**src/rtl/uart_pkg.sv**
```systemverilog
// Shared UART timing constants used by the TX and RX paths and the baud generator.
package uart_pkg;
  localparam int UART_CNT_W       = 16;
  localparam int UART_BITCNT_W    = 4;
  localparam int UART_DEFAULT_DIV = 434;  // 50 MHz / 115200
  localparam int UART_OS_LOG2     = 4;
  localparam int UART_OS          = 1 << UART_OS_LOG2;
  localparam int UART_DIV_MIN     = 2 * UART_OS;
endpackage

```
**src/rtl/uart_baud_gen_if.sv**
```systemverilog
// Control/tick bundle between the UART control logic (master) and the baud generator (slave).
interface uart_baud_gen_if
  import uart_pkg::*;
#(
  parameter int CNT_W    = UART_CNT_W,
  parameter int OS_LOG2  = UART_OS_LOG2,
  parameter int BITCNT_W = UART_BITCNT_W
);
  logic                Count_Sig;
  logic                Div_Load;
  logic [CNT_W-1:0]    Div_Value;
  logic                BPS_CLK;
  logic                Bit_End;
  logic                Os_Tick;
  logic [OS_LOG2-1:0]  Os_Idx;
  logic [BITCNT_W-1:0] Bit_Cnt;
  logic [CNT_W-1:0]    Div_Cur;
  logic                Div_Pending;
  logic                Div_Err;

  modport master (
    output Count_Sig, Div_Load, Div_Value,
    input  BPS_CLK, Bit_End, Os_Tick, Os_Idx, Bit_Cnt, Div_Cur, Div_Pending, Div_Err
  );

  modport slave (
    input  Count_Sig, Div_Load, Div_Value,
    output BPS_CLK, Bit_End, Os_Tick, Os_Idx, Bit_Cnt, Div_Cur, Div_Pending, Div_Err
  );
endinterface

```
**src/rtl/uart_os_tick.sv**
```systemverilog
// Oversample sub-period counter: issues up to OS ticks per bit, one every sub_len clocks.
module uart_os_tick
  import uart_pkg::*;
#(
  parameter int CNT_W   = UART_CNT_W,
  parameter int OS_LOG2 = UART_OS_LOG2
) (
  input  logic               CLK,
  input  logic               RST_n,
  input  logic               run,
  input  logic               bit_wrap,
  input  logic [CNT_W-1:0]   sub_len,
  output logic               os_tick,
  output logic [OS_LOG2-1:0] os_idx
);
  localparam int OSN_W = OS_LOG2 + 1;
  localparam logic [OSN_W-1:0] OS_N = OSN_W'(1 << OS_LOG2);

  logic [CNT_W-1:0] sub_r, sub_nxt_s;
  logic [OSN_W-1:0] os_n_r, os_n_nxt_s;
  logic             sub_last_s;

  assign sub_last_s = (sub_r == (sub_len - CNT_W'(1)));
  assign os_tick    = run && sub_last_s && (os_n_r < OS_N);
  assign os_idx     = os_tick ? os_n_r[OS_LOG2-1:0] : {OS_LOG2{1'b0}};

  // Next-state for the sub-period position and the per-bit tick count.
  always_comb begin
    sub_nxt_s  = sub_r;
    os_n_nxt_s = os_n_r;
    if (!run || bit_wrap) begin
      sub_nxt_s  = {CNT_W{1'b0}};
      os_n_nxt_s = {OSN_W{1'b0}};
    end else if (sub_last_s) begin
      sub_nxt_s = {CNT_W{1'b0}};
      if (os_tick) begin
        os_n_nxt_s = os_n_r + OSN_W'(1);
      end else begin
        os_n_nxt_s = os_n_r;
      end
    end else begin
      sub_nxt_s = sub_r + CNT_W'(1);
    end
  end

  // Counter state registers.
  always_ff @(posedge CLK or negedge RST_n) begin
    if (!RST_n) begin
      sub_r  <= {CNT_W{1'b0}};
      os_n_r <= {OSN_W{1'b0}};
    end else begin
      sub_r  <= sub_nxt_s;
      os_n_r <= os_n_nxt_s;
    end
  end
endmodule

```
**src/rtl/uart_baud_gen.sv**
```systemverilog
// Baud-rate tick generator: exact DIV-cycle bit period, mid/end-of-bit strobes, oversample
// ticks and a divisor shadow register that only changes on bit boundaries or while idle.
module uart_baud_gen
  import uart_pkg::*;
#(
  parameter int CNT_W       = UART_CNT_W,
  parameter int DEFAULT_DIV = UART_DEFAULT_DIV,
  parameter int OS_LOG2     = UART_OS_LOG2,
  parameter int BITCNT_W    = UART_BITCNT_W
) (
  input logic            CLK,
  input logic            RST_n,
  uart_baud_gen_if.slave bus
);
  localparam logic [CNT_W-1:0] DIV_MIN = CNT_W'(2 << OS_LOG2);
  localparam logic [CNT_W-1:0] DIV_RST = CNT_W'(DEFAULT_DIV);

  logic [CNT_W-1:0]    bit_pos_r, bit_pos_nxt_s;
  logic [CNT_W-1:0]    div_cur_r, div_cur_nxt_s;
  logic [CNT_W-1:0]    pend_r, pend_nxt_s;
  logic                pending_r, pending_nxt_s;
  logic                div_err_r;
  logic [BITCNT_W-1:0] bit_cnt_r, bit_cnt_nxt_s;
  logic                run_s, bit_end_s, load_ok_s;
  logic [CNT_W-1:0]    sub_len_s;

  assign run_s     = bus.Count_Sig;
  assign bit_end_s = run_s && (bit_pos_r == (div_cur_r - CNT_W'(1)));
  assign sub_len_s = div_cur_r >> OS_LOG2;
  assign load_ok_s = bus.Div_Load && (bus.Div_Value >= DIV_MIN);

  assign bus.BPS_CLK     = run_s && (bit_pos_r == (div_cur_r >> 1));
  assign bus.Bit_End     = bit_end_s;
  assign bus.Bit_Cnt     = bit_cnt_r;
  assign bus.Div_Cur     = div_cur_r;
  assign bus.Div_Pending = pending_r;
  assign bus.Div_Err     = div_err_r;

  uart_os_tick #(
    .CNT_W   (CNT_W),
    .OS_LOG2 (OS_LOG2)
  ) u_os_tick (
    .CLK      (CLK),
    .RST_n    (RST_n),
    .run      (run_s),
    .bit_wrap (bit_end_s),
    .sub_len  (sub_len_s),
    .os_tick  (bus.Os_Tick),
    .os_idx   (bus.Os_Idx)
  );

  // Bit position and completed-bit counter.
  always_comb begin
    bit_pos_nxt_s = bit_pos_r;
    bit_cnt_nxt_s = bit_cnt_r;
    if (!run_s) begin
      bit_pos_nxt_s = {CNT_W{1'b0}};
      bit_cnt_nxt_s = {BITCNT_W{1'b0}};
    end else if (bit_end_s) begin
      bit_pos_nxt_s = {CNT_W{1'b0}};
      bit_cnt_nxt_s = bit_cnt_r + BITCNT_W'(1);
    end else begin
      bit_pos_nxt_s = bit_pos_r + CNT_W'(1);
    end
  end

  // Divisor update: a new value only takes effect while idle or at a bit boundary.
  always_comb begin
    div_cur_nxt_s = div_cur_r;
    pend_nxt_s    = pend_r;
    pending_nxt_s = pending_r;
    if (load_ok_s && (!run_s || bit_end_s)) begin
      div_cur_nxt_s = bus.Div_Value;
      pending_nxt_s = 1'b0;
    end else if (load_ok_s) begin
      pend_nxt_s    = bus.Div_Value;
      pending_nxt_s = 1'b1;
    end else if (pending_r && (!run_s || bit_end_s)) begin
      div_cur_nxt_s = pend_r;
      pending_nxt_s = 1'b0;
    end else begin
      pending_nxt_s = pending_r;
    end
  end

  // State registers; reset discards any pending divisor.
  always_ff @(posedge CLK or negedge RST_n) begin
    if (!RST_n) begin
      bit_pos_r <= {CNT_W{1'b0}};
      bit_cnt_r <= {BITCNT_W{1'b0}};
      div_cur_r <= DIV_RST;
      pend_r    <= {CNT_W{1'b0}};
      pending_r <= 1'b0;
      div_err_r <= 1'b0;
    end else begin
      bit_pos_r <= bit_pos_nxt_s;
      bit_cnt_r <= bit_cnt_nxt_s;
      div_cur_r <= div_cur_nxt_s;
      pend_r    <= pend_nxt_s;
      pending_r <= pending_nxt_s;
      div_err_r <= bus.Div_Load && !load_ok_s;
    end
  end
endmodule

```
**src/flat_wrapper.sv**
```systemverilog
// flat-port wrapper written by rule: the top's interface ports become plain ports
module uart_baud_gen_flat import uart_pkg::*;
#(
  parameter int CNT_W       = UART_CNT_W,
  parameter int DEFAULT_DIV = UART_DEFAULT_DIV,
  parameter int OS_LOG2     = UART_OS_LOG2,
  parameter int BITCNT_W    = UART_BITCNT_W
)
  (CLK, RST_n, bus_Count_Sig, bus_Div_Load, bus_Div_Value, bus_BPS_CLK, bus_Bit_End, bus_Os_Tick, bus_Os_Idx, bus_Bit_Cnt, bus_Div_Cur, bus_Div_Pending, bus_Div_Err);
  uart_baud_gen_if #(.CNT_W(CNT_W), .OS_LOG2(OS_LOG2), .BITCNT_W(BITCNT_W)) bus_i ();
  input logic CLK;
  input logic RST_n;
  input wire logic [$bits(bus_i.Count_Sig)-1:0] bus_Count_Sig;
  input wire logic [$bits(bus_i.Div_Load)-1:0] bus_Div_Load;
  input wire logic [$bits(bus_i.Div_Value)-1:0] bus_Div_Value;
  output wire logic [$bits(bus_i.BPS_CLK)-1:0] bus_BPS_CLK;
  output wire logic [$bits(bus_i.Bit_End)-1:0] bus_Bit_End;
  output wire logic [$bits(bus_i.Os_Tick)-1:0] bus_Os_Tick;
  output wire logic [$bits(bus_i.Os_Idx)-1:0] bus_Os_Idx;
  output wire logic [$bits(bus_i.Bit_Cnt)-1:0] bus_Bit_Cnt;
  output wire logic [$bits(bus_i.Div_Cur)-1:0] bus_Div_Cur;
  output wire logic [$bits(bus_i.Div_Pending)-1:0] bus_Div_Pending;
  output wire logic [$bits(bus_i.Div_Err)-1:0] bus_Div_Err;
  assign bus_i.Count_Sig = bus_Count_Sig;
  assign bus_i.Div_Load = bus_Div_Load;
  assign bus_i.Div_Value = bus_Div_Value;
  assign bus_BPS_CLK = bus_i.BPS_CLK;
  assign bus_Bit_End = bus_i.Bit_End;
  assign bus_Os_Tick = bus_i.Os_Tick;
  assign bus_Os_Idx = bus_i.Os_Idx;
  assign bus_Bit_Cnt = bus_i.Bit_Cnt;
  assign bus_Div_Cur = bus_i.Div_Cur;
  assign bus_Div_Pending = bus_i.Div_Pending;
  assign bus_Div_Err = bus_i.Div_Err;
  uart_baud_gen #(.CNT_W(CNT_W), .DEFAULT_DIV(DEFAULT_DIV), .OS_LOG2(OS_LOG2), .BITCNT_W(BITCNT_W)) u_core (.CLK(CLK), .RST_n(RST_n), .bus(bus_i));
endmodule
```
**config.mk**
```make
export PLATFORM = sky130hd
export DESIGN_NAME = uart_baud_gen_flat
export DESIGN_NICKNAME = d
export VERILOG_FILES = /design/src/rtl/uart_pkg.sv /design/src/rtl/uart_baud_gen_if.sv /design/src/rtl/uart_os_tick.sv /design/src/rtl/uart_baud_gen.sv /design/src/flat_wrapper.sv
export SDC_FILE = /design/constraint.sdc
export NUM_CORES = 1
export LEC_CHECK = 0
export CORE_MARGIN = 2
export CORE_UTILIZATION = 45
export CTS_BUF_LIST = sky130_fd_sc_hd__clkbuf_16
export CTS_CLUSTER_DIAMETER = 80
export DETAILED_ROUTE_END_ITERATION = 10
export PLACE_DENSITY_LB_ADDON = 0.3
export SETUP_SLACK_MARGIN = 0.2
export SKIP_CTS_REPAIR_TIMING = 1
export SLEW_MARGIN = 5
export SYNTH_ARGS = -nofsm -noshare
export SYNTH_HDL_FRONTEND = slang
export SYNTH_SLANG_ARGS = --single-unit
```
**constraint.sdc**
```tcl
create_clock -name CLK -period 4.14 [get_ports CLK]
set_clock_uncertainty 0.05 [all_clocks]
set_input_delay 0.828 -clock CLK [delete_from_list [all_inputs] [get_ports CLK]]
set_output_delay 0.828 -clock CLK [all_outputs]
set_load 0.02 [all_outputs]
```
# --- Word level (Yosys, flattened, before mapping) ---
# Index checks and enable logic that the tools add are counted.
op_classes:
  addsub: 6
  magnitude_cmp: 2
  eq_ne: 5
  n_mux: 16
  bitwise: 1
  reduce_logical: 18
op_table:
  columns: ["operator", "count"]
  rows:
  - ["2-to-1 mux 16 bit", 7]
  - ["adder 16 x 1 -> 16 bit (second input constant)", 2]
  - ["equality test 16 bit", 2]
  - ["equality test 16 x 15 -> 1 bit", 1]
  - [">= comparator 16 x 6 -> 1 bit (second input constant)", 1]
  - ["subtractor 16 x 1 -> 16 bit (second input constant)", 1]
  - ["2-to-1 mux 5 bit", 3]
  - ["subtractor 12 x 1 -> 13 bit (second input constant)", 1]
  - ["2-to-1 mux 4 bit", 3]
  - ["logical AND 1 bit", 8]
  - ["AND reduction 2 bit", 3]
  - ["nonzero test 2 bit", 3]
  - ["adder 5 x 1 -> 5 bit (second input constant)", 1]
  - ["< comparator 5 bit (second input constant)", 1]
  - ["adder 4 x 1 -> 4 bit (second input constant)", 1]
  - ["2-to-1 mux 1 bit", 3]
  - ["nonzero test 3 bit", 1]
  - ["zero test 1 bit", 2]
  - ["inequality test 2 x 1 -> 1 bit (second input constant)", 1]
  - ["inequality test 2 bit (second input constant)", 1]
  - ["logical OR 1 bit", 1]
  - ["NOT 1 bit", 1]
word_totals:
  register_bits: 75
  inputBits: 20
  out_inout_bits: 29

# --- Depth between registers and ports, before layout ---
# Gate-level depths: netlist of the first run.
logic_depth:
  word_depth: 8
  ltp_mapped: 13
  ltp_nobuf: 9

# --- Modules after synthesis ---
# A second synthesis of the first run with hierarchy kept.
hier_totals:
  cells_unflattened: 497
  hier_area_um2: 4949.7
modules_own_cells:
  columns: ["mod", "instances", "cells_each", "area_each_um2"]
  rows:
  - ["uart_baud_gen", 1, 319, 3310.7]
  - ["uart_os_tick", 1, 178, 1639.1]

# --- Worst setup path after synthesis of the first run ---
# OpenSTA, ideal clock, no wires.
synth_timing:
  kind: "register -> output"
  from: "reg u_core.div_cur_r[4] (netlist: u_core.bus.Div_Cur[4])"
  to: "out bus_Bit_End"
  t_arrival_ps: 2767
  t_required_ps: 3262
  slack_ps: 495
  path_stages_with_launch: 11
  path_buffers: 2
  path_cell_list: "dfstp_2 -> buf_6 -> inv_1 -> ha_1 -> buf_2 -> nor3b_1 -> or2_1 -> o211ai_2 -> nor3b_2 -> or4b_4 -> nor3_1"
synth_between:
  elab_chain_cells: 3
synth_lines:
  columns: ["element", "line", "text"]
  rows:
  - ["start, declared", "uart_baud_gen.sv:19", "logic [CNT_W-1:0] div_cur_r, div_cur_nxt_s;"]
  - ["start signal, assigned", "uart_baud_gen.sv:98", "div_cur_r <= div_cur_nxt_s;"]
  - ["subtractor 16 x 1 -> 16 bit", "uart_baud_gen.sv:28", "assign bit_end_s = run_s && (bit_pos_r == (div_cur_r - CNT_W'(1)));"]
  - ["equality test 16 bit", "uart_baud_gen.sv:28", null]
  - ["logical AND 1 bit", "uart_baud_gen.sv:28", null]
  - ["end, declared", "flat_wrapper.sv:17", "output wire logic [$bits(bus_i.Bit_End)-1:0] bus_Bit_End;"]
# No other way between the ends.

# --- Final worst setup path of the first run ---
layout_timing:
  from: "reg u_core.div_cur_r[1] (netlist: u_core.bus.Div_Cur[1])"
  to: "out bus_Bit_End"
# Same word-level chain as after synthesis.

==> summary.md, run 1 <==
| Metric | Value |
|---|---|
| Ranking of synthesized cells by area | dfrtp_1 (37%), xor2_1 (7.3%), xnor2_1 (7.1%), nor2_1 (4.1%), mux2_4 (3.1%) |
| Lkg Pwr | 2.43 nW |
| Worst r2r src | u_core.bus.Div_Cur[1] |
| Hold Vio Cnt, Final | 0 |
| Number of global-route vias before repair | 3,710 |
| Tot GR Track Use | 21.3% |
| Pwr Density | ~370 nW/um^2 |
| Fillers | 948 |
| DR WL/cell | 16.9 um |
| Syn Area/Cell | 9.75 um^2 |
| Mapped cell area | approximately 4800 um^2 |
| Max capacitance violation total | 0 |
| Most used DFF post-synth | dfrtp_1 |
| Final ANT Viol Nets | 0 |
| Tmin final | 3.85 ns |
| CORE AREA | 10,300 um^2 |
| First-pass GRT wire length | about 19 mm |
| Worst-path maximum fanout | 8 |
| Nature of the critical path startpoint | flip-flop |
| CTS root buf | clkbuf_16 |
| Net count, final | roughly 560 |
| Clock Sinks | 75 |
| Register area | 1880 um^2 |
| Count of pins over their slew limit | 0 |
| # IOs | 49 |
| # DRC | 0 |
| Maximum clock rate | 260 MHz |
| Crit end category | output port |
| Worst Reg-to-Reg Cells | 9 |
| Pwr Total | 2.07 mW |
| Actual slew at the worst max-slew pin | around 0.93 ns |
| Synth Warn # | 0 |
| Dominant cell type by area after synthesis | dfrtp_1 |
| Seq cells post-synth | 75 |
| Starting Density | about 46% |
| Drt first pass iters | 4 |
| Via count | 3,800 |
| DR iter-0 viols | 246 |
| Hold Path Sink | u_core.pend_r[3] |
| CTS tree | done |
| CP arrival | 2.97 ns |
| WS Path Type | flip-flop to output port |
| Total Routed Length | roughly 11 mm |
| Diodes inserted | 0 |
| Synth async-reset ratio | 100% |
| Maximum vdd ir drop | just over 0.2 mV |
| Final period util | 92.9% |
| Hold depth | 1 |
| Largest net degree at the start of global routing | 76 |
| Layout Utilization | 54.8% |
| Min-delay src | u_core.pend_r[3] |
| Critical path launch point | u_core.bus.Div_Cur[1] |
| GR Overflow Total | 0 |
| Worst hold slack | 0.457 ns |
| Status | completed |
| Via density | between 5 and 6 |
| Area of the multi-input gates | 2630 um^2 |
| CTS HTree Levels | 3 |
| Die Y-Extent | approximately 110 um |
| Die Width | 107 um |
| P&R area growth vs syn | 18.0% |
| Cell with the most instances after synthesis | dfrtp_1 |
| RSZ-0062 raised after global routing | true |
| Port bufs | 48 |
| Rows | 37 |
| R2r setup slk | 0.84 ns |
| Worst min path class | flip-flop to flip-flop |
| Synth unique cells | 67 |
| Syn Inst Count | 492 |
| Die ar. | ~12,000 um^2 |
| Post-synth top area share | between 30 and 40% |
| Worst R2R End | u_core.pend_r[13] |
| Mapped Nets | roughly 520 |
| # setup viols final | 0 |
| CP required | 3.26 ns |
| Clock tree buffer depth | 2 |
| Number of synthesized flops with an enable pin | 0 |
| Routability Congestion | 0.890 |
| Share of post-route cells with drive strength above 1 | between 10% and 20% |
| TritonCTS Buffers | 9 |
| Top cells by count, synth | dfrtp_1 (70), nor2_1 (53), xor2_1 (40), xnor2_1 (39), nand2_1 (27) |
| Register area share after synthesis | 39.3% |
| Relative slew slack | 37.7% |
| Clk_lat worst skew | about 0.34 ns |
| Worst-path clk slew | 0.06 ns |
| Final HPWL DP | 8.29 mm |
| Initial antenna violation count | 0 |
==> worst max-delay path: stages (launching register included) <==
cell and delay (ns):
dfstp_2 0.60, inv_1 0.06, ha_1 0.20, nor3b_4 0.19, or3_1 0.40, o211ai_2 0.09, nor3b_2 0.18, or4b_4 0.48
nor3_1 0.17, dlymetal6s2s_1 0.26
==> layout by cell type, fill, tap and decap left out, drive strengths merged, types with 11 or more instances in the layout <==
master,netlist,routed
a2bb2oi,12,12
and3,12,12
buf,26,19
clkdlybuf4s50,0,41
dfrtp,70,70
inv,18,21
mux2,16,16
nand2,27,27
nand3,24,24
nand4,14,14
nor2,53,53
nor4,11,11
o22ai,15,15
xnor2,39,39
xor2,41,41
==> per-stage QoR <==
stage,std cells,cell area (um^2),TNS (ns),setup WS [ns]
2_1_floorplan,492,4800,0,0.495
3_3_place_gp,654,5340,0,0.243
3_5_place_dp,654,5340,0,0.211
4_1_cts,670,5630,-0.539,-0.165
5_1_grt,671,5660,0,0.0607
6_report,671,5660,0,0.292
==> layer usage <==
layer  up-vias  share of wire, %  wire length (um)  global-route usage (%)
met2       104                47              5270                    34.0
met4         0               2.6               289                    8.63
li1       1794                 -                 -                       -
met3        21               4.7               529                    3.69
met5         -                 0                 0                       0
met1      1881                46              5240                    28.6
==> layout make-up <==
cell class | instances | area share (%)
clock buffers | 9 | 3.98
clock inverters | 7 | 1.06
inverters | 18 | 1.19
multi-input cells | 360 | 46.4
flip-flops and latches | 75 | 33.3
well taps | 136 | 3.01
repair buffers | 66 | 11.1
==> registers in the layout, indices dropped and copies added (netlist names) <==
| register | count |
|---|---|
| u_core.u_os_tick.sub_r | 16 |
| u_core.pend_r | 16 |
| u_core.u_os_tick.os_n_r | 5 |
| u_core.bus.Bit_Cnt | 4 |
| u_core.bit_pos_r | 16 |
| u_core.bus.Div_Cur | 16 |
| u_core.bus.Div_Pending | 1 |
| u_core.bus.Div_Err | 1 |
==> worst max path at each step <==
| stage | endpoint | slack [ns] |
|---|---|---|
| after detailed placement | bus_Os_Idx[1] | 0.21 |
| after global placement | bus_Bit_End | 0.24 |
| final | bus_Bit_End | 0.29 |
| after CTS | bus_Os_Idx[1] | -0.17 |
| after floorplan | bus_Bit_End | 0.49 |
| after global routing | bus_Bit_End | 0.06 |
==> where the power goes <==
group          total [mW]  internal (mW)  switching [mW]
clock network       0.741          0.415           0.326
logic               0.466          0.220           0.246
registers           0.862          0.790          0.0722
total                2.07           1.42           0.644
==> cells by family after synthesis <==
kind of cell,count (synthesis),synth area share (%)
buffers and inverters,57,6.42
adders and majority gates,6,1.56
muxes,21,5.58
DFF,75,39.3
AOI/OAI and AO/OA,68,10.6
xor gates and xnor gates,80,14.8
and+or+nand+nor,185,21.8
(Power assumes the default switching activity.)
==> run 2: changes to the inputs <==
PLACE_DENSITY = 0.67   (was not set)
PLACE_DENSITY_LB_ADDON = not set   (was 0.3)
==> run 2 against run 1 <==
Clock-buffer cell count is the same. Global-route usage grew 0.46 points. Routed wire length grew 1.7%. Combinational power up 2%. Critical path type unchanged. Non-clock buffer count grew 4.
==> summary.md, run 2 (synthesis gave the netlist of run 1 again) <==
| Metric | Value |
|---|---|
| Status | completed |
| Hold Vio Cnt, Final | 0 (unchanged) |
| CTS root buf | clkbuf_16 |
| Net count, final | 560 (+0.72%) |
| Nature of the critical path startpoint | flip-flop |
| WS Path Type | flip-flop to output port |
| Lkg Pwr | 2.43 nW (about the same) |
| Via density | 5.62 (-0.80%) |
| CTS HTree Levels | 3 (unchanged) |
| Tmin final | 3.80 ns (-0.0445 ns) |
| First-pass GRT wire length | 19.4 mm (+1.5%) |
| CORE AREA | 10,300 um^2 (unchanged) |
| # setup viols final | 0 (unchanged) |
| Maximum vdd ir drop | 0.178 mV (-12%) |
| Die Width | 107 um (unchanged) |
| # IOs | 49 (unchanged) |
| Clk_lat worst skew | 0.34 ns (about the same) |
| DR WL/cell | 17.1 um (+1.1%) |
| Number of global-route vias before repair | 3,642 (-1.8%) |
| CP arrival | 2.93 ns (-0.04 ns) |
| TritonCTS Buffers | 9 (unchanged) |
| Final HPWL DP | 8.20 mm (-1.1%) |
| DR iter-0 viols | 183 (-26%) |
| Worst-path maximum fanout | 8 (unchanged) |
| Most frequent cells in the layout | dfrtp_1 (69), nor2_1 (53), clkdlybuf4s50_1 (41) |
| GR Overflow Total | 0 (unchanged) |
| Final period util | 91.9% (-1.1 points) |
| RSZ-0062 raised after global routing | false |
| Relative slew slack | 36.6% (-1.2 points) |
| Worst-path clk slew | 0.06 ns (about the same) |
| CP max stage cell | dfstp_2 |
| Rows | 37 (unchanged) |
| Drt first pass iters | 5 (+1) |
| P&R area growth vs syn | 18.5% |
| CTS tree | done |
| Port bufs | 48 (unchanged) |
| Clock Sinks | 75 (unchanged) |
| Commonest non-fill, non-tap cell in the layout | dfrtp_1 |
| Clock tree buffer depth | 2 (unchanged) |
| Count of pins over their slew limit | 0 (unchanged) |
| CP peak stage delay | 0.58 ns (-0.02 ns) |
| Starting Density | 46.5% (unchanged) |
| Total Routed Length | 11.5 mm (+1.7%) |
| Actual slew at the worst max-slew pin | 0.952 ns (+0.0177 ns) |
| Final non-filler cell area | 5680 um^2 (+0.38%) |
| Die ar. | 11,500 um^2 (unchanged) |
| # DRC | 0 (unchanged) |
| Crit end category | output port |
| Share of post-route cells with drive strength above 1 | 16.1% (+1.2 points) |
| Crit-path cells | inv_1 -> ha_1 -> nor3b_4 -> or3_1 -> o211ai_2 -> nor3b_2 -> or4b_4 -> nor3_2 -> clkbuf_2 |
| Die Y-Extent | 107 um (unchanged) |
| Max capacitance violation total | 0 (unchanged) |
| Dpl cell area | 5360 um^2 (+0.28%) |
| Initial antenna violation count | 0 (unchanged) |
| Routability Congestion | 0.884 (-0.64%) |
| Worst min path class | flip-flop to flip-flop |
| Final ANT Viol Nets | 0 (unchanged) |
| Largest net degree at the start of global routing | 76 (unchanged) |
| Pwr Density | 366 nW/um^2 (+0.22%) |
| Via count | 3,792 (-0.21%) |
| Maximum clock rate | 263 MHz (+1.2%) |
| Diodes inserted | 0 (unchanged) |
| Tot GR Track Use | 21.7% (+0.46 points) |
| Pwr Total | 2.08 mW (+0.60%) |
| CP required | 3.26 ns (about the same) |
-- run 2: path summary, 6_finish.rpt --
check                      depth (start not counted)                    endpoint                   from  slack [ns]
max                                                9                 bus_Bit_End  u_core.bus.Div_Cur[1]        0.34
min                                                1            u_core.pend_r[7]       u_core.pend_r[7]        0.45
max reg2reg                                        9           u_core.pend_r[14]  u_core.bus.Div_Cur[1]        0.84
min reg2reg                                        1            u_core.pend_r[7]       u_core.pend_r[7]        0.45
max in group asynchronous                          1           u_core.pend_r[14]                  RST_n        2.83
min in group asynchronous                          1  u_core.u_os_tick.os_n_r[1]                  RST_n        0.55
-- run 2: worst max-delay path: cells and delay by family (launching register included) --
family                     cells  cell delay (ns)
AOI/OAI and AO/OA              1             0.09
adders and majority gates      1             0.20
buffers and inverters          2             0.25
DFF                            1             0.58
and+or+nand+nor                5             1.47
-- run 2: through the flow --
stage | setup TNS, ns | utilization, % | hold slack (ns) | setup slack [ns] | instances
after CTS | -0.531 | 54.6 | 0.456 | -0.207 | 672
after floorplan | 0 | - | 0.422 | 0.495 | 492
final | 0 | 55.0 | 0.454 | 0.337 | 675
after global placement | 0 | 51.9 | 0.438 | 0.217 | 656
after detailed placement | 0 | 51.9 | 0.442 | 0.193 | 656
after global routing | 0 | 55.0 | 0.473 | 0.208 | 675
-- run 2: report_power, final --
part           switching, mW  internal [mW]  leakage (nW)
registers             0.0664          0.790         0.957
logic                  0.251          0.226          1.34
clock network          0.335          0.414         0.133
total                  0.652           1.43          2.43
-- run 2: cell type report --
cell class / instances / area (um^2)
clock buffers: 9 / 225
clock inverters: 7 / 58.8
fillers: 934 / 4640
inverters: 18 / 67.6
multi-input cells: 360 / 2630
flip-flops and latches: 75 / 1880
well taps: 136 / 170
repair buffers: 70 / 651
-- run 2: per-layer routing --
metal / routed length (um) / track usage (%) / vias up
met2: 5310 / 33.4 / 128
met1: 5350 / 30.6 / 1833
li1: - / - / 1813
met3: 669 / 4.66 / 18
met5: 0 / 0 / -
met4: 199 / 6.96 / 0
==> run 3: changes to the inputs <==
PLACE_DENSITY = 0.66   (was 0.67)
SLEW_MARGIN = 20   (was 5)
SYNTH_HIERARCHICAL = 1   (was not set)
==> run 3 against run 2 <==
First-iteration DRC count is 1.6% higher. Flip-flop and latch count unchanged. Worst setup slack worse by 0.072 ns. Die area rose by 3.1%. Synthesized cell count up 1.0%. Combinational power up 35%. Sequential power is 0.7% lower. Sequential share of layout area decreased by 2.6 points. Final area up 8.4%. Critical path depth increased by 1. Area after synthesis rose by 3.2%. Critical path type unchanged. Critical endpoint is now bus_Os_Idx[1]. Largest cell class unchanged. Largest power group unchanged. Highest routed layer unchanged.
==> summary.md, run 3 <==
| Metric | Value |
|---|---|
| Largest net degree at the start of global routing | 76 (unchanged) |
| Worst min path class | flip-flop to flip-flop |
| P&R area growth vs syn | 24.4% |
| Seq cells post-synth | 75 (unchanged) |
| CTS HTree Levels | 3 (unchanged) |
| Starting Density | 45.9% (-0.61 points) |
| Dpl cell area | 5710 um^2 (+6.7%) |
| Relative slew slack | 35.7% (-0.81 points) |
| Mapped cell area | 4950 um^2 (+3.2%) |
| Worst Slack Setup Final | 0.264 ns (-0.0722 ns) |
| Layout Utilization | 57.1% (+2.0 points) |
| Maximum vdd ir drop | 0.245 mV (+38%) |
| Cell with the most instances after synthesis | dfrtp_1 |
| DR iter-0 viols | 186 (+1.6%) |
| Status | completed |
| # IOs | 49 (unchanged) |
| Top cells by count, synth | dfrtp_1 (70), xnor2_1 (42), xor2_1 (33), nor2_1 (31), nand2_1 (23) |
| RSZ-0062 raised after global routing | true |
| Worst hold slack | 0.455 ns (+0.00104 ns) |
| Maximum clock rate | 258 MHz (-1.9%) |
| Clock Sinks | 75 (unchanged) |
| Net count, final | 594 (+6.1%) |
| Worst-path clk slew | 0.06 ns (about the same) |
| Number of global-route vias before repair | 3,898 (+7.0%) |
| Max capacitance violation total | 0 (unchanged) |
| Layout Cells excl Fill | 713 (+5.6%) |
| CTS root buf | clkbuf_16 |
| Port bufs | 48 (unchanged) |
| Die Y-Extent | 109 um (+1.5%) |
| Crit end category | output port |
| Routability Congestion | 0.865 (-2.2%) |
| Rows | 38 (+2.7%) |
| CP arrival | 3.00 ns (+0.07 ns) |
| First-pass GRT wire length | 19.6 mm (+1.1%) |
| GR Overflow Total | 0 (unchanged) |
| Initial antenna violation count | 0 (unchanged) |
| Via count | 4,041 (+6.6%) |
| Number of synthesized flops with an enable pin | 0 (unchanged) |
| Lkg Pwr | 2.52 nW (+3.7%) |
| Pwr Total | 2.23 mW (+7.0%) |
| Final ANT Viol Nets | 0 (unchanged) |
| TNS Setup | 0 ns (unchanged) |
| Final non-filler cell area | 6160 um^2 (+8.4%) |
| Hold Vio Cnt, Final | 0 (unchanged) |
| Tot GR Track Use | 21.4% (-0.29 points) |
| Synth Warn # | 6 (+6) |
| Synth unique cells | 74 (+10%) |
| Setup WS pre-CTS | -0.00420 ns (-0.198 ns) |
| CP required | 3.26 ns (about the same) |
| Drt first pass iters | 5 (unchanged) |
| # DRC | 0 (unchanged) |
| Count of pins over their slew limit | 0 (unchanged) |
| Commonest non-fill, non-tap cell in the layout | dfrtp_1 |
| Post-synth top area share | 35.4% (-1.1 points) |
| Share of post-route cells with drive strength above 1 | 20.6% (+4.5 points) |
| Syn Inst Count | 497 (+1.0%) |
| Die ar. | 11,900 um^2 (+3.1%) |
| Actual slew at the worst max-slew pin | 0.964 ns (+0.0121 ns) |
| Dominant cell type by area after synthesis | dfrtp_1 |
| Via density | 5.67 (+0.89%) |
| Tmin final | 3.88 ns (+0.0722 ns) |
| Most frequent cells in the layout | dfrtp_1 (70), xnor2_1 (42), clkdlybuf4s50_1 (41) |
| # setup viols final | 0 (unchanged) |
| Worst-path maximum fanout | 8 (unchanged) |
| Die Width | 109 um (+1.5%) |
| WS Path Type | flip-flop to output port |
| Placed Instances | 693 (+5.6%) |
| Ranking of synthesized cells by area | dfrtp_1 (35%), xnor2_1 (7.4%), xor2_1 (5.8%), mux2_4 (3.0%), o2bb2ai_1 (2.8%) |
| Final period util | 93.6% (+1.7 points) |
| DR WL/cell | 16.9 um (-1.1%) |
| Register area share after synthesis | 38.0% (-1.2 points) |
| Clock tree buffer depth | 2 (unchanged) |
| Diodes inserted | 0 (unchanged) |
| Synth async-reset ratio | 100% (unchanged) |
| TritonCTS Buffers | 9 (unchanged) |
| Nature of the critical path startpoint | flip-flop |
| Pwr Density | 362 nW/um^2 (-1.2%) |
| Clk_lat worst skew | 0.35 ns (about the same) |
| CORE AREA | 10,800 um^2 (+4.5%) |
| CTS tree | done |
| Syn Area/Cell | 9.96 um^2 (+2.1%) |
| Most used DFF post-synth | dfrtp_1 |
| Total Routed Length | 12.0 mm (+4.5%) |
| Final HPWL DP | 8.64 mm (+5.3%) |
## run 3: worst paths after layout
check                                      startpoint                          to  slack (ns)  depth (start not counted)
setup / recovery                u_core/bus.Div_Cur[5]               bus_Os_Idx[1]        0.26                         10
hold / removal             u_core/u_os_tick/os_n_r[4]  u_core/u_os_tick/os_n_r[4]        0.46                          1
setup reg to reg                u_core/bus.Div_Cur[3]           u_core/pend_r[15]        0.49                          7
hold reg to reg            u_core/u_os_tick/os_n_r[4]  u_core/u_os_tick/os_n_r[4]        0.46                          1
max in group asynchronous                       RST_n        u_core/bit_pos_r[15]        2.82                          1
min in group asynchronous                       RST_n   u_core/u_os_tick/sub_r[2]        0.57                          1
## run 3: cell families (layout without fill, tap and decap cells)
logic type	Yosys count	after routing	share of synthesized area, %
AND/OR/NAND/NOR	180	180	21.2
adder cells (fa/ha/maj)	6	6	1.52
other	1	8	0.0758
flip-flops	75	75	38.0
XOR/XNOR	76	76	13.7
buffers and inverters	43	112	4.17
AO/OA/AOI/OAI	93	93	15.4
multiplexers	23	23	5.81
## run 3: critical path, stage by stage, from the launching register on
cell and delay (ns):
dfstp_2 0.39, inv_2 0.07, ha_4 0.16, or4b_4 0.48
o41a_1 0.49, a211oi_2 0.26, a211oi_4 0.09, nor4_4 0.30
buf_6 0.17, and2_4 0.14, buf_6 0.10
## run 3: report_power, final
group          internal, mW  total, mW  switching (mW)
sequential            0.790      0.850          0.0592
clock                 0.409      0.737           0.327
combinational         0.305      0.641           0.337
total                  1.50       2.23           0.723
## run 3: area by class of cell
class                           count  area [um^2]
Sequential cell                    75         1880
Clock buffer                        9          225
Inverter                           11         41.3
Tap cell                          140          175
Timing Repair Buffer               85          772
Fill cell                         942         4630
Clock inverter                      7         52.6
Multi-Input combinational cell    386         3010
## run 3: routing by layer
layer	vias up	track usage, %	part of all wire [%]	wire length (um)
li1	1934	-	-	-
met1	2005	28.7	47	5670
met2	81	33.4	47	5670
met3	21	4.06	3.5	422
met4	0	10.1	2.4	285
met5	-	0	0	0
==> patch 1 (flow settings as in run 2) <==
Set the package constant `UART_CNT_W` to 20 (it was 16).
--- a/src/rtl/uart_pkg.sv
+++ b/src/rtl/uart_pkg.sv
@@ -2,3 +2,3 @@
 package uart_pkg;
-  localparam int UART_CNT_W       = 16;
+  localparam int UART_CNT_W       = 20;
   localparam int UART_BITCNT_W    = 4;
Interface: changed (resized bus_Div_Cur and bus_Div_Value); port bits go from 49 to 57. The function was not compared with the original's and may differ.
==> patch 1 against run 2 <==
Sequential cell count is 16 higher. Routed wire length rose by 40%. Die area is 22% higher. Design area is 29% higher. Cell count rose by 31%. Count of clock-buffer cells in the layout unchanged. Worst setup slack worse by 220 ps. Power is 20% higher. Synthesized area increased by 23%. Worst hold slack improved by 3.9 ps. Largest cell class unchanged. Largest power group unchanged.
==> patch 1: results (changes against run 2) <==
- The switching power share of the total is 32.5% (+1.2 points).
- The maximum number of pins on one net before global-route repair was 70 (-7.9%).
- The number of nets at the end of the flow is 737 (+32%).
- The cell area after placement is 6920 um^2 (+29%).
- The worst-case vdd ir drop came to 0.250 mV (+41%).
- The total detailed-routing wirelength is 16200 um (+40%).
- The length of the first detailed-routing pass in iterations is 4 (-1).
- The synthesized net count was 662 (+28%).
- The delay contributed by the slowest stage of the critical path is 470 ps (-110 ps).
- Ranked by total cell area, the synthesized netlist is headed by sky130_fd_sc_hd__dfrtp_1 37%, sky130_fd_sc_hd__xnor2_1 8.6%, sky130_fd_sc_hd__xor2_1 6.3%, sky130_fd_sc_hd__mux2_2 4.0%, sky130_fd_sc_hd__nor2_1 4.0%.
- The peak fanout along the critical path is 4 (-4).
- The post-synthesis sequential area ratio is 38.8% (-0.42 points).
- The total non-filler cell area in the finished layout was 7350 um^2 (+29%).
- The placer congestion estimate was 0.959 (+8.4%).
- Among all stages on the critical path, the largest delay is contributed by sky130_fd_sc_hd__or4b_4.
- The maximum clock path buffer count was 2 (unchanged).
- The area share of xor/xnor cells in the synthesized design is 14.9% (+0.13 points).
- The final worst hold slack is 458 ps (+3.87 ps).
- The worst hold path begins at u_core.pend_r[3].
- The depth of the worst register-to-register path is 10 (+1).
- The cell leakage power came to 2.92 nW (+20%).
- The most critical setup path has its startpoint at u_core.bus.Div_Cur[4].
- The overall track demand over capacity in global routing was 23.9% (+2.1 points).
- The run finished with clean final reports.
- The via count of the first global-routing pass is 5173 (+42%).
- The mean number of vias per cell is 5.89 (+4.8%).
- The port buffer count is 56 (+17%).
- The remaining max-slew budget at the tightest pin is 41.3% (+4.7 points).
- The number of diodes was 0 (unchanged).
- The number of design-rule violations left by the first detailed-router iteration is 292 (+60%).
- For hold timing, the worst endpoint is u_core.pend_r[3].
- The compound-cell area share of the yosys netlist came to 11.6% (+1.0 points).
- The commonest cells after synthesis are 86 x sky130_fd_sc_hd__dfrtp_1, 62 x sky130_fd_sc_hd__nor2_1, 58 x sky130_fd_sc_hd__xnor2_1.
- The terminus of the critical flop-to-flop path is u_core.pend_r[6].
- The post-DP HPWL is 12100 um (+47%).
- The count of fill cells added during filler insertion came to 1102 (+18%).
- The wire length of the first global-routing pass is 26800 um (+38%).
- The startpoint of the most critical register-to-register path is u_core.bus.Div_Cur[2].
[patch 1: changes by cell type in the layout (fill, tap and decap cells not counted), sizes merged, moves of 9 or more]
cell            run 2  this run
xnor2              39        58
a22oi               0        16
buf                23        68
dfrtp              70        86
nor3               10        32
nor2               53        62
a2bb2oi            12         1
nand4              14        25
[patch 1: layout make-up]
cell class	instances	area share, %
Tap cell	172	2.93
Multi-Input combinational cell	478	47.5
Inverter	9	0.460
Clock inverter	7	0.817
Clock buffer	9	3.06
Sequential cell	91	31.1
Timing Repair Buffer	118	14.1
[patch 1: layer usage]
metal	vias up	track usage, %	share of wire, %
met4	0	8.81	2.3
li1	2445	-	-
met3	29	3.23	5.3
met5	-	0	0
met2	159	38.4	47
met1	2571	32.7	45
[patch 1: metrics by stage]
step	setup TNS (ps)	power, mW	std cells	setup slack, ps
finish	0	2.50	884	120
global route	0	2.60	884	6.73
CTS	-3480	2.48	883	-606
detailed placement	-1010	1.67	867	-191
global placement	-815	1.66	867	-166
floorplan	0	1.40	632	206
==> patch 2 (settings of run 2) <==
Made on the original files. Reset style: synchronous (`RST_n`), changed in 2 clocked blocks.
--- a/src/rtl/uart_os_tick.sv
+++ b/src/rtl/uart_os_tick.sv
@@ -46,3 +46,3 @@
   // Counter state registers.
-  always_ff @(posedge CLK or negedge RST_n) begin
+  always_ff @(posedge CLK) begin
     if (!RST_n) begin
--- a/src/rtl/uart_baud_gen.sv
+++ b/src/rtl/uart_baud_gen.sv
@@ -86,3 +86,3 @@
   // State registers; reset discards any pending divisor.
-  always_ff @(posedge CLK or negedge RST_n) begin
+  always_ff @(posedge CLK) begin
     if (!RST_n) begin
Check against the original RTL: differs if RST_n is asserted again (counterexample within 4 cycles, from zero or initial values and one cycle with RST_n low); with RST_n held inactive, the same outputs for 10 cycles.
==> patch 2 against run 2 <==
Synthesized area down 6.7%. Sequential cell count unchanged. Power down 15%. Design area down 5.4%. Critical path type unchanged. Routed wire length up 0.21%. Worst setup slack worse by 150 ps. Clock power down 2%. Maximum frequency down 3.9%. Sequential share of layout area down 5.2 points. Worst hold slack worse by 52 ps.
==> patch 2: results (changes against run 2) <==
- The async set-or-reset flop fraction in the synthesized netlist is 0% (-100 points).
- By area the synthesized netlist is led by sky130_fd_sc_hd__dfxtp_1 34%, sky130_fd_sc_hd__xnor2_1 9.0%, sky130_fd_sc_hd__xor2_1 6.3%, sky130_fd_sc_hd__nand2_1 6.1%, sky130_fd_sc_hd__nor2_1 4.8%.
- The cell leakage power was 2.03 nW (-17%).
- The deepest level of the CTS H-tree was 3 (unchanged).
- The share of final-layout standard cells stronger than drive strength 1 was 8.75% (-7.4 points).
- The port buffer count is 48 (unchanged).
- After synthesis, the most frequently instantiated cells are 75 x sky130_fd_sc_hd__dfxtp_1, 73 x sky130_fd_sc_hd__nand2_1, 57 x sky130_fd_sc_hd__nor2_1.
- The flow ran to the end, and the final reports show no timing, DRC or antenna violations.
- The number of warnings printed during yosys synthesis is 0 (unchanged).
- The worst-case vdd ir drop is 0.166 mV (-6.5%).
- The wire length of the first global-routing pass came to 18900 um (-2.6%).
- The peak fanout along the critical path was 11 (+3).
- The final worst hold slack was 402 ps (-51.6 ps).
- The startpoint identified for the worst register-to-register timing path is u_core.bus.Div_Cur[0].
- The worst hold path terminates at u_core.pend_r[14].
- The cell area after placement came to 5030 um^2 (-6.1%).
- The count of cell types in the netlist is 58 (-13%).
- The measured slew at the worst slew-check pin is 1080 ps (+127 ps).
- The maximum clock path buffer count is 2 (unchanged).
- The reg-to-reg setup timing slack is 670 ps (-170 ps).
- The number of CTS-inserted buffers was 9 (unchanged).
- The number of diodes is 0 (unchanged).
- The worst-case setup slack after placement is 351 ps (+157 ps).
- The number of design-rule violations left by the first detailed-router iteration is 300 (+64%).
- The post-DP HPWL came to 8140 um (-0.75%).
- The clock-pin slew of the registers on the worst-case setup and hold paths is 70 ps.
- The number of nets at the end of the flow is 604 (+7.9%).
- The terminus of the critical flop-to-flop path is u_core.pend_r[1].
- The critical path data arrival time came to 3080 ps (+150 ps).
- The number of antenna violations at the first check in global routing is 0 (unchanged).
- The post-synthesis sequential area ratio was 33.5% (-5.7 points).
- The synthesized net count is 577 (+11%).
- The number of vias after detailed routing came to 4056 (+7.0%).
- The design internal power is 1.27 mW (-11%).
- The hold-critical path depth was 2 (+1).
- The placer congestion estimate is 0.881 (-0.36%).
- The depth of the worst register-to-register path is 10 (+1).
- The worst hold path begins at u_core.pend_r[14].
- The clock latency at the later pin of the worst-skew pair came to 340 ps (about the same).
- The via count of the first global-routing pass is 3840 (+5.4%).
- The average routed wire per standard cell was 16.1 um (-5.5%).
- The overall track demand over capacity in global routing was 21.5% (-0.17 points).
- The length of the first detailed-routing pass in iterations is 5 (unchanged).
- The root cell of the clock tree is sky130_fd_sc_hd__clkbuf_16.
- The class of the tightest hold or removal check is reg2reg.
- The maximum number of pins on one net before global-route repair was 50 (-34%).
-- patch 2: how the worst max path moves through the flow --
stage                            from  cells past startpoint  slack, ps            end
6_report       u_core.bus.Div_Cur[11]                      7        180  bus_Os_Idx[1]
5_1_grt        u_core.bus.Div_Cur[11]                      7          3  bus_Os_Idx[2]
4_1_cts         u_core.bus.Div_Cur[9]                      7        -20  bus_Os_Idx[1]
3_5_place_dp   u_core.bus.Div_Cur[11]                      7        350  bus_Os_Idx[1]
3_3_place_gp   u_core.bus.Div_Cur[11]                      7        400  bus_Os_Idx[2]
2_1_floorplan   u_core.bus.Div_Cur[4]                     10        230  bus_Os_Idx[3]
-- patch 2: through the flow --
| step | util, % | cells | TNS [ps] |
|---|---|---|---|
| after floorplan | - | 551 | 0 |
| after global placement | 51.7 | 699 | 0 |
| after detailed placement | 51.7 | 699 | 0 |
| after CTS | 54.5 | 715 | -39.1 |
| after global routing | 55.3 | 716 | 0 |
| final | 55.3 | 716 | 0 |
-- patch 2: power groups by stage --
| stage | clock (mW) | combinational [mW] | sequential [mW] |
|---|---|---|---|
| finish | 0.732 | 0.257 | 0.783 |
| global placement | 0 | 0.245 | 0.795 |
| floorplan | 0 | 0.165 | 0.787 |
| CTS | 0.746 | 0.249 | 0.780 |
| detailed placement | 0 | 0.247 | 0.795 |
| global route | 0.781 | 0.280 | 0.786 |
-- patch 2: worst max-delay path, stage by stage, from the launching register on --
cell	delay, ps
sky130_fd_sc_hd__dfxtp_1	480
sky130_fd_sc_hd__nor4_2	400
sky130_fd_sc_hd__nand3_1	190
sky130_fd_sc_hd__nor4_1	260
sky130_fd_sc_hd__o2111ai_1	240
sky130_fd_sc_hd__nor4_4	400
sky130_fd_sc_hd__and2_1	170
sky130_fd_sc_hd__clkdlybuf4s50_1	590
-- patch 2: cells by family after synthesis --
| kind of cell | share of synthesized area (%) |
|---|---|
| xor+xnor | 15.3 |
| buf+inv | 5.73 |
| mux | 4.25 |
| fa+ha+maj | 1.68 |
| compound gates | 12.2 |
| flops | 33.5 |
| simple gates | 27.4 |
-- patch 2: cell type report --
type	instances	area, um^2
Clock buffer	9	225
Clock inverter	7	52.6
Fill cell	932	4350
Inverter	15	56.3
Multi-Input combinational cell	415	2780
Sequential cell	75	1500
Tap cell	133	166
Timing Repair Buffer	62	593
-- patch 2: routing by layer --
layer / track usage (%) / wire length [um]
met3: 5.41 / 637
met1: 27.5 / 5270
met2: 35.4 / 5470
met4: 7.53 / 164
met5: 0 / 0
